==> src/rtl/led_sequencer.sv <==
// rtl/led_sequencer.sv - registered N-LED driver with off/static/chase/blink modes and a step-tick prescaler
module led_sequencer #(
  parameter int N_LEDS   = 4,
  parameter int TICK_DIV = 25000000,
  localparam int SEL_W   = $clog2(N_LEDS)
) (
  input  logic              clk,
  input  logic              rst,
  input  logic              en,
  input  logic [1:0]        mode,
  input  logic [SEL_W-1:0]  sel,
  input  logic              dir,
  output logic [N_LEDS-1:0] leds,
  output logic [SEL_W-1:0]  pos,
  output logic              wrap
);

  localparam int CNT_W = (TICK_DIV > 1) ? $clog2(TICK_DIV) : 1;

  localparam logic [1:0] ST_OFF    = 2'd0;
  localparam logic [1:0] ST_STATIC = 2'd1;
  localparam logic [1:0] ST_CHASE  = 2'd2;
  localparam logic [1:0] ST_BLINK  = 2'd3;

  localparam logic [CNT_W-1:0] CNT_LAST = CNT_W'(TICK_DIV - 1);
  localparam logic [SEL_W-1:0] POS_LAST = SEL_W'(N_LEDS - 1);
  localparam logic [SEL_W:0]   N_EXT    = (SEL_W + 1)'(N_LEDS);

  logic [1:0]        r_state;
  logic [CNT_W-1:0]  r_cnt;
  logic              r_phase;
  logic [SEL_W-1:0]  r_pos;
  logic              r_wrap;
  logic [N_LEDS-1:0] r_leds;

  logic [1:0]        w_state_nxt;
  logic [CNT_W-1:0]  w_cnt_nxt;
  logic              w_phase_nxt;
  logic [SEL_W-1:0]  w_pos_nxt;
  logic              w_wrap_nxt;
  logic [N_LEDS-1:0] w_leds_nxt;
  logic              w_tick;

  assign w_tick = (r_cnt == CNT_LAST);

  // State register: reset clears everything, en=0 freezes every register
  always_ff @(posedge clk) begin
    if (rst) begin
      r_state <= ST_OFF;
      r_cnt   <= '0;
      r_phase <= 1'b1;
      r_pos   <= '0;
      r_wrap  <= 1'b0;
      r_leds  <= '0;
    end else if (en) begin
      r_state <= w_state_nxt;
      r_cnt   <= w_cnt_nxt;
      r_phase <= w_phase_nxt;
      r_pos   <= w_pos_nxt;
      r_wrap  <= w_wrap_nxt;
      r_leds  <= w_leds_nxt;
    end
  end

  // Next-state: a mode change takes priority over any tick, so entry never steps
  always_comb begin
    w_state_nxt = r_state;
    w_cnt_nxt   = r_cnt;
    w_phase_nxt = r_phase;
    w_pos_nxt   = r_pos;
    w_wrap_nxt  = 1'b0;
    if (mode != r_state) begin
      w_state_nxt = mode;
      w_cnt_nxt   = '0;
      w_phase_nxt = 1'b1;
      case (mode)
        ST_OFF:   w_pos_nxt = '0;
        ST_CHASE: w_pos_nxt = ({1'b0, sel} < N_EXT) ? sel : '0;
        default:  w_pos_nxt = sel;
      endcase
    end else begin
      case (r_state)
        ST_OFF: begin
          w_cnt_nxt = '0;
          w_pos_nxt = '0;
        end
        ST_STATIC: begin
          w_cnt_nxt = '0;
          w_pos_nxt = sel;
        end
        ST_CHASE: begin
          if (w_tick) begin
            w_cnt_nxt = '0;
            if (!dir) begin
              if (r_pos == POS_LAST) begin
                w_pos_nxt  = '0;
                w_wrap_nxt = 1'b1;
              end else begin
                w_pos_nxt = r_pos + SEL_W'(1);
              end
            end else begin
              if (r_pos == '0) begin
                w_pos_nxt  = POS_LAST;
                w_wrap_nxt = 1'b1;
              end else begin
                w_pos_nxt = r_pos - SEL_W'(1);
              end
            end
          end else begin
            w_cnt_nxt = r_cnt + CNT_W'(1);
          end
        end
        default: begin
          w_pos_nxt = sel;
          if (w_tick) begin
            w_cnt_nxt   = '0;
            w_phase_nxt = ~r_phase;
          end else begin
            w_cnt_nxt = r_cnt + CNT_W'(1);
          end
        end
      endcase
    end
  end

  // Output decode: one-hot of the next position; out-of-range index lights nothing
  always_comb begin
    w_leds_nxt = '0;
    for (int i = 0; i < N_LEDS; i++) begin
      if (w_pos_nxt == SEL_W'(i)) w_leds_nxt[i] = 1'b1;
    end
    if ((w_state_nxt == ST_OFF) || ((w_state_nxt == ST_BLINK) && !w_phase_nxt)) begin
      w_leds_nxt = '0;
    end
  end

  assign leds = r_leds;
  assign pos  = r_pos;
  assign wrap = r_wrap;

endmodule

==> config.mk <==
export PLATFORM = sky130hd
export DESIGN_NAME = led_sequencer
export DESIGN_NICKNAME = d
export VERILOG_FILES = /design/src/rtl/led_sequencer.sv
export SDC_FILE = /design/constraint.sdc
export NUM_CORES = 1
export LEC_CHECK = 0
export ABC_AREA = 1
export CORE_MARGIN = 4
export CORE_UTILIZATION = 40
export DETAILED_ROUTE_END_ITERATION = 10
export PLACE_DENSITY = 0.65
export RECOVER_POWER = 100
export SETUP_SLACK_MARGIN = 0.02
export SLEW_MARGIN = 10
export SYNTH_ARGS = -nofsm -noshare
export SYNTH_HDL_FRONTEND = slang
export SYNTH_SLANG_ARGS = --single-unit
export TNS_END_PERCENT = 50
==> constraint.sdc <==
create_clock -name clk -period 3.89 [get_ports clk]
set_input_delay 0.389 -clock clk [delete_from_list [all_inputs] [get_ports clk]]
set_output_delay 0.389 -clock clk [all_outputs]
set_load 0.03 [all_outputs]
==> results.json, run 1 <==
{
  "holdWs_ps": 468,
  "tns_ps": 0,
  "dieArea_sq_mm": 0.00632,
  "port_buffers": 14,
  "power_density_mw_per_mm2": 309,
  "end_kind": "flop",
  "cts_resized": 0,
  "dr.pass1.iters": 4,
  "fmax_mhz": 434,
  "rows": 25,
  "min_path_cells": 2,
  "post_dp_cell_area_sq_mm": 0.00225,
  "path_max_fanout": 12,
  "arrival_ps": 2520,
  "cts.sinks": 35,
  "yosys.area.top_type": "dfxtp_1",
  "post-route-period-util_pct": 59.3,
  "synthTopCellsByArea": "dfxtp_1, nand2_1, a21oi_1",
  "regToRegStartpoint": "r_cnt[0]",
  "start_util_pct": 42.1,
  "synth_edf_count": 0,
  "stdcell_count": 392,
  "ys_ff_latch": 35,
  "syn_inst": 309,
  "numCtsBuffers": 5,
  "holdPathEnd": "leds[0]",
  "finClkSkew_ps": 2.31,
  "required_ps": 4100,
  "grt-ovfl-total": 0,
  "core_sq_mm": 0.00485,
  "clk_pin_slew_ps": 70,
  "p_sw_mw": 0.188,
  "dr.first_iter.drc_count": 120,
  "ys_seq_area_share_pct": 34.3,
  "ctsHoldBuffers": 0,
  "ff2ff_setup_slack_ps": 1580,
  "yosysTopAreaCellShare_pct": 34.3,
  "synth_most_common_cell": "nand2_1",
  "routed_wl_um": 4730,
  "grt_pass1_wl_um": 8500,
  "outcome": "finished, final reports clean",
  "synth_area_sq_mm": 0.00204,
  "dominantRegCellSynth": "dfxtp_1",
  "power_frac_comb_pct": 12.0,
  "root_buffer": "clkbuf_8",
  "place_ws_ps": 1590,
  "drv_slew": 0,
  "yosys_warnings": 0,
  "synth_top_cells_by_count": "nand2_1, dfxtp_1, inv_1, nor2_1, a21oi_1",
  "path_class": "flop to flop",
  "swShare_pct": 26.5,
  "grt_use_total_pct": 16.9,
  "layout-area-overhead-vs-synth_pct": 12.1,
  "vias_per_cell": 4.99,
  "grt_pass1_vias": 1863,
  "tightest_slew_ps": 776,
  "finalSetupViolCount": 0,
  "vias": 1957,
  "drc": 0,
  "grt_setup_unrepaired": "false",
  "synth_nets": 320,
  "antenna_found_initial": 0,
  "ios": 15,
  "place_inst": 384,
  "avgSynthCellArea_sq_um": 6.61,
  "dp_hpwl_um": 3450,
  "fin_area_sq_mm": 0.00229,
  "place.gp.congestion": 0.888,
  "p_int_mw": 0.521,
  "fin_nets": 335,
  "cts_buffer_depth": 2,
  "period_minus_slack_ps": 2310,
  "wl_per_cell_um": 12.1,
  "relSlewSlack_pct": 48.1,
  "min-delay-start": "leds[0]",
  "clkPwrFrac_pct": 35.8,
  "r2r_cells": 12,
  "hold_viol_final": 0,
  "ant_nets": 0,
  "crit_path_start_kind": "flop",
  "grt_max_degree": 27,
  "drv_cap": 0,
  "cts_setup_buffers": 0,
  "n_fill_cell": 514,
  "peakVddDrop_uv": 157,
  "dieWidth_um": 79.5,
  "synth.distinct_cells": 31,
  "htreeDepth": 2,
  "p_leak_nw": 0.867,
  "drive_gt1_share_pct": 7.69,
  "fp.dieH_um": 79.5,
  "clk_latency_ps": 280,
  "hold_path.class": "flop to flop",
  "async_flop_share_pct": 0,
  "cts_tree": "done",
  "antennaDiodeCount": 0,
  "seqPwrFrac_pct": 52.3,
  "r2r_end": "r_cnt[12]",
  "setup_ws_ps": 1580
}
kinds of logic after synthesis:
kind of cell,count (synthesis),share of synthesized area (%)
xor+xnor,5,2.14
buf+inv,47,8.82
compound gates,62,17.3
fa+ha+maj,3,1.84
simple gates,157,35.6
flops,35,34.3
critical path, stage by stage, from the launching register on:
cell and delay (ps):
dfxtp_1 340, ha_1 210, nand2_1 110, nor2_1 70, nand2_1 70, nor2_1 100, nand2_4 100, nand2_1 80
nor2_1 540, inv_1 200, a31oi_1 230, nand2_1 80, a21oi_1 110
placed cells by master (no fill, tap or decap), drive strengths merged:
master         netlist  layout
xor2                 3       3
clkbuf               7       7
o21ai               21      21
a211oi               2       2
ha                   3       3
clkinv               2       3
o21a                 3       3
a221oi               1       1
nand2               82      82
inv                 37      37
a21oi               31      31
nor4                 1       1
nor2                39      39
a31oi                3       3
nor3                 8       8
a21boi               1       1
xnor2                2       2
clkdlybuf4s50        0       6
nand3               17      17
or2                  1       1
dlygate4sd3          0       8
dfxtp               35      35
nand4                9       9
buf                  1       2
metal layers:
metal / wire length (um) / global-route usage, % / part of all wire, %
met5: 0 / 0 / 0
met4: 54 / 4.47 / 1.1
met3: 213 / 3.72 / 4.5
met2: 2050 / 26.1 / 43
met1: 2410 / 23.5 / 51
area by class of cell:
cell class                 count  area, sq um  area share, %
inverter                      39          146           6.39
sequential                    35          701           30.6
multi-input combinational    227         1120           49.0
clock inverter                 1         5.00          0.218
clock buffer                   7         76.3           3.33
tap                           67         83.8           3.66
timing repair buffer          16          155           6.77
power groups by stage:
stage / clock [mW] / sequential [mW] / combinational (mW)
finish: 0.253 / 0.370 / 0.0848
floorplan: 0 / 0.387 / 0.0502
global route: 0.286 / 0.371 / 0.0935
detailed placement: 0 / 0.379 / 0.0888
CTS: 0.266 / 0.370 / 0.0894
global placement: 0 / 0.379 / 0.0886
worst max path at each step:
| stage | from | to | slack [ps] | cells after the start |
|---|---|---|---|---|
| 4_1_cts | r_cnt[0] | r_cnt[12] | 1880 | 12 |
| 3_3_place_gp | mode[0] | r_cnt[12] | 1640 | 9 |
| 2_1_floorplan | pos[0] | leds[3] | 2190 | 10 |
| 3_5_place_dp | mode[0] | r_cnt[12] | 1590 | 9 |
| 6_report | r_cnt[0] | r_cnt[12] | 1580 | 12 |
| 5_1_grt | r_cnt[0] | r_cnt[12] | 1260 | 12 |
metrics by stage:
step                power [mW]  util, %
finish                   0.708     47.3
global route             0.750     47.3
CTS                      0.726     48.1
detailed placement       0.467     46.4
global placement         0.467     46.4
floorplan                0.437        -
flip-flops by register name, indices dropped and copies added, names as in the netlist:
name,cells
r_cnt,25
leds,4
wrap,1
pos,2
r_state,2
r_phase,1
No activity file was read; power rests on OpenSTA's default activity.
==> inputs of run 2 (changes only) <==
Clock period 3.89 ns to 2.34 ns, I/O delays scaled along.
==> run 2 against run 1 <==
Net effect: cell count up 0.77%; worst setup slack worse by 1300 ps; combinational power up 70%; cell area increased by 1.9%; first-iteration DRC count did not move; largest power group unchanged.
==> results.json, run 2 (synthesis results as in run 1) <==
{
  "largest_reg_flops": 25,
  "power_frac_comb_pct": 12.1,
  "seqPwrFrac_pct": 51.6,
  "grt_max_degree": 20,
  "fin_area_sq_mm": 0.00233,
  "tns_ps": 0,
  "outcome": "finished, final reports clean",
  "cts.sinks": 35,
  "p_sw_mw": 0.327,
  "final_cell_mix": "nand2_1, dfxtp_1, inv_1, nor2_1, a21oi_1",
  "cts_resized": 0,
  "relSlewSlack_pct": 68.4,
  "cts_setup_buffers": 0,
  "path_max_fanout": 4,
  "p_leak_nw": 0.899,
  "cts_buffer_depth": 2,
  "min_path_cells": 2,
  "dr.first_iter.drc_count": 120,
  "r2r_cells": 10,
  "cp_num_buf_inv": 0,
  "clk_pin_slew_ps": 70,
  "critPathSlowestCell": "dfxtp_1",
  "finClkSkew_ps": 3.09,
  "power_mw": 1.19,
  "multiInputGateArea_sq_mm": 0.00114,
  "drive_gt1_share_pct": 9.45,
  "vias": 1975,
  "core_sq_mm": 0.00485,
  "start_util_pct": 42.1,
  "rows": 25,
  "place.gp.congestion": 0.860,
  "arrival_ps": 2210,
  "path_class": "flop to flop",
  "grt_setup_unrepaired": "false",
  "clkPwrFrac_pct": 36.4,
  "root_buffer": "clkbuf_8",
  "post-route-period-util_pct": 86.7,
  "grt_pass1_wl_um": 8370,
  "grt_use_total_pct": 16.9,
  "htreeDepth": 2,
  "crit_path_start_kind": "flop",
  "dieWidth_um": 79.5,
  "ant_nets": 0,
  "cp_slowest_stage_delay_ps": 400,
  "end_kind": "flop",
  "mostFrequentLayoutCell": "nand2_1",
  "vias_per_cell": 5.00,
  "fin_nets": 338,
  "grt_pass1_vias": 1772,
  "tightest_slew_ps": 472,
  "antennaDiodeCount": 0,
  "dp_hpwl_um": 3610,
  "n_fill_cell": 531,
  "worst-path-stages": 10,
  "fmax_mhz": 493,
  "p_int_mw": 0.867,
  "drv_cap": 0,
  "finalSetupViolCount": 0,
  "utilization_pct": 48.1,
  "period_minus_slack_ps": 2030,
  "power_density_mw_per_mm2": 512,
  "fp.dieH_um": 79.5,
  "drc": 0,
  "clk_latency_ps": 290,
  "post_dp_cell_area_sq_mm": 0.00227,
  "regArea_sq_um": 701,
  "ios": 15,
  "dr.pass1.iters": 5,
  "swShare_pct": 27.4,
  "required_ps": 2520,
  "grt-ovfl-total": 0,
  "hold_path.class": "flop to flop",
  "peakVddDrop_uv": 332,
  "antenna_found_initial": 0,
  "drv_slew": 0,
  "path_delay_family": "simple AND/OR/NAND/NOR gates",
  "numCtsBuffers": 5,
  "cts_tree": "done",
  "dieArea_sq_mm": 0.00632,
  "ctsHoldBuffers": 0,
  "wl_per_cell_um": 12.2,
  "routed_wl_um": 4810,
  "port_buffers": 14,
  "largest_register": "r_cnt",
  "cp_cell_sequence": "ha_1 -> nand2_1 -> nor2_1 -> nand2_1 -> nor3_4 -> nand4_1 -> nor2_1 -> nand3_1 -> o21ai_0 -> a21oi_1",
  "layout-area-overhead-vs-synth_pct": 14.2,
  "hold_viol_final": 0
}
[run 2: changes by cell type in the layout (fill, tap and decap cells not counted)]
| cell | previous run | this run |
|---|---|---|
| buf_4 | 2 | 5 |
| nor3_1 | 7 | 6 |
| nor2_4 | 2 | 3 |
| clkbuf_1 | 2 | 1 |
| nor2_2 | 3 | 2 |
| inv_1 | 35 | 34 |
| nor3_4 | 0 | 1 |
| inv_2 | 2 | 3 |
| clkinvlp_4 | 0 | 1 |
[run 2: worst register-to-register path, cell delays in order, from the launching register on]
cell and delay, ps:
dfxtp_1 400, ha_1 200, nand2_1 90, nor2_1 130, nand2_1 140, nor3_4 200
nand4_1 180, nor2_1 220, nand3_1 120, o21ai_0 170, a21oi_1 80
[run 2: path summary, 6_finish.rpt]
check                               from        end  slack [ps]
worst max-delay path            r_cnt[0]  r_cnt[22]         310
worst min-delay path             leds[3]    leds[3]         470
worst max register to register  r_cnt[0]  r_cnt[22]         310
worst min register to register   leds[3]    leds[3]         470
[run 2: power by group through the flow]
stage	registers, mW	clock network [mW]	logic, mW
global placement	0.630	0	0.151
floorplan	0.643	0	0.0835
detailed placement	0.630	0	0.152
CTS	0.616	0.452	0.152
global route	0.618	0.484	0.159
finish	0.616	0.435	0.144
[run 2: area by class of cell]
class	count	share of cell area, %
clock buffers	6	3.11
repair buffers	19	7.61
clock inverters	2	0.536
inverters	39	6.27
flip-flops and latches	35	30.0
well taps	67	3.59
multi-input cells	227	48.8
[run 2: per-layer routing]
layer / track usage, % / wire length, um
met3: 3.72 / 177
met1: 24.7 / 2580
met4: 5.50 / 56
met5: 0 / 0
met2: 24.2 / 2000
[run 2: per-stage QoR]
step	hold slack [ps]	worst slack (ps)	std cells
after floorplan	369	642	309
after global placement	460	321	387
after detailed placement	460	304	387
after CTS	476	346	395
after global routing	502	77.9	395
final	468	311	395
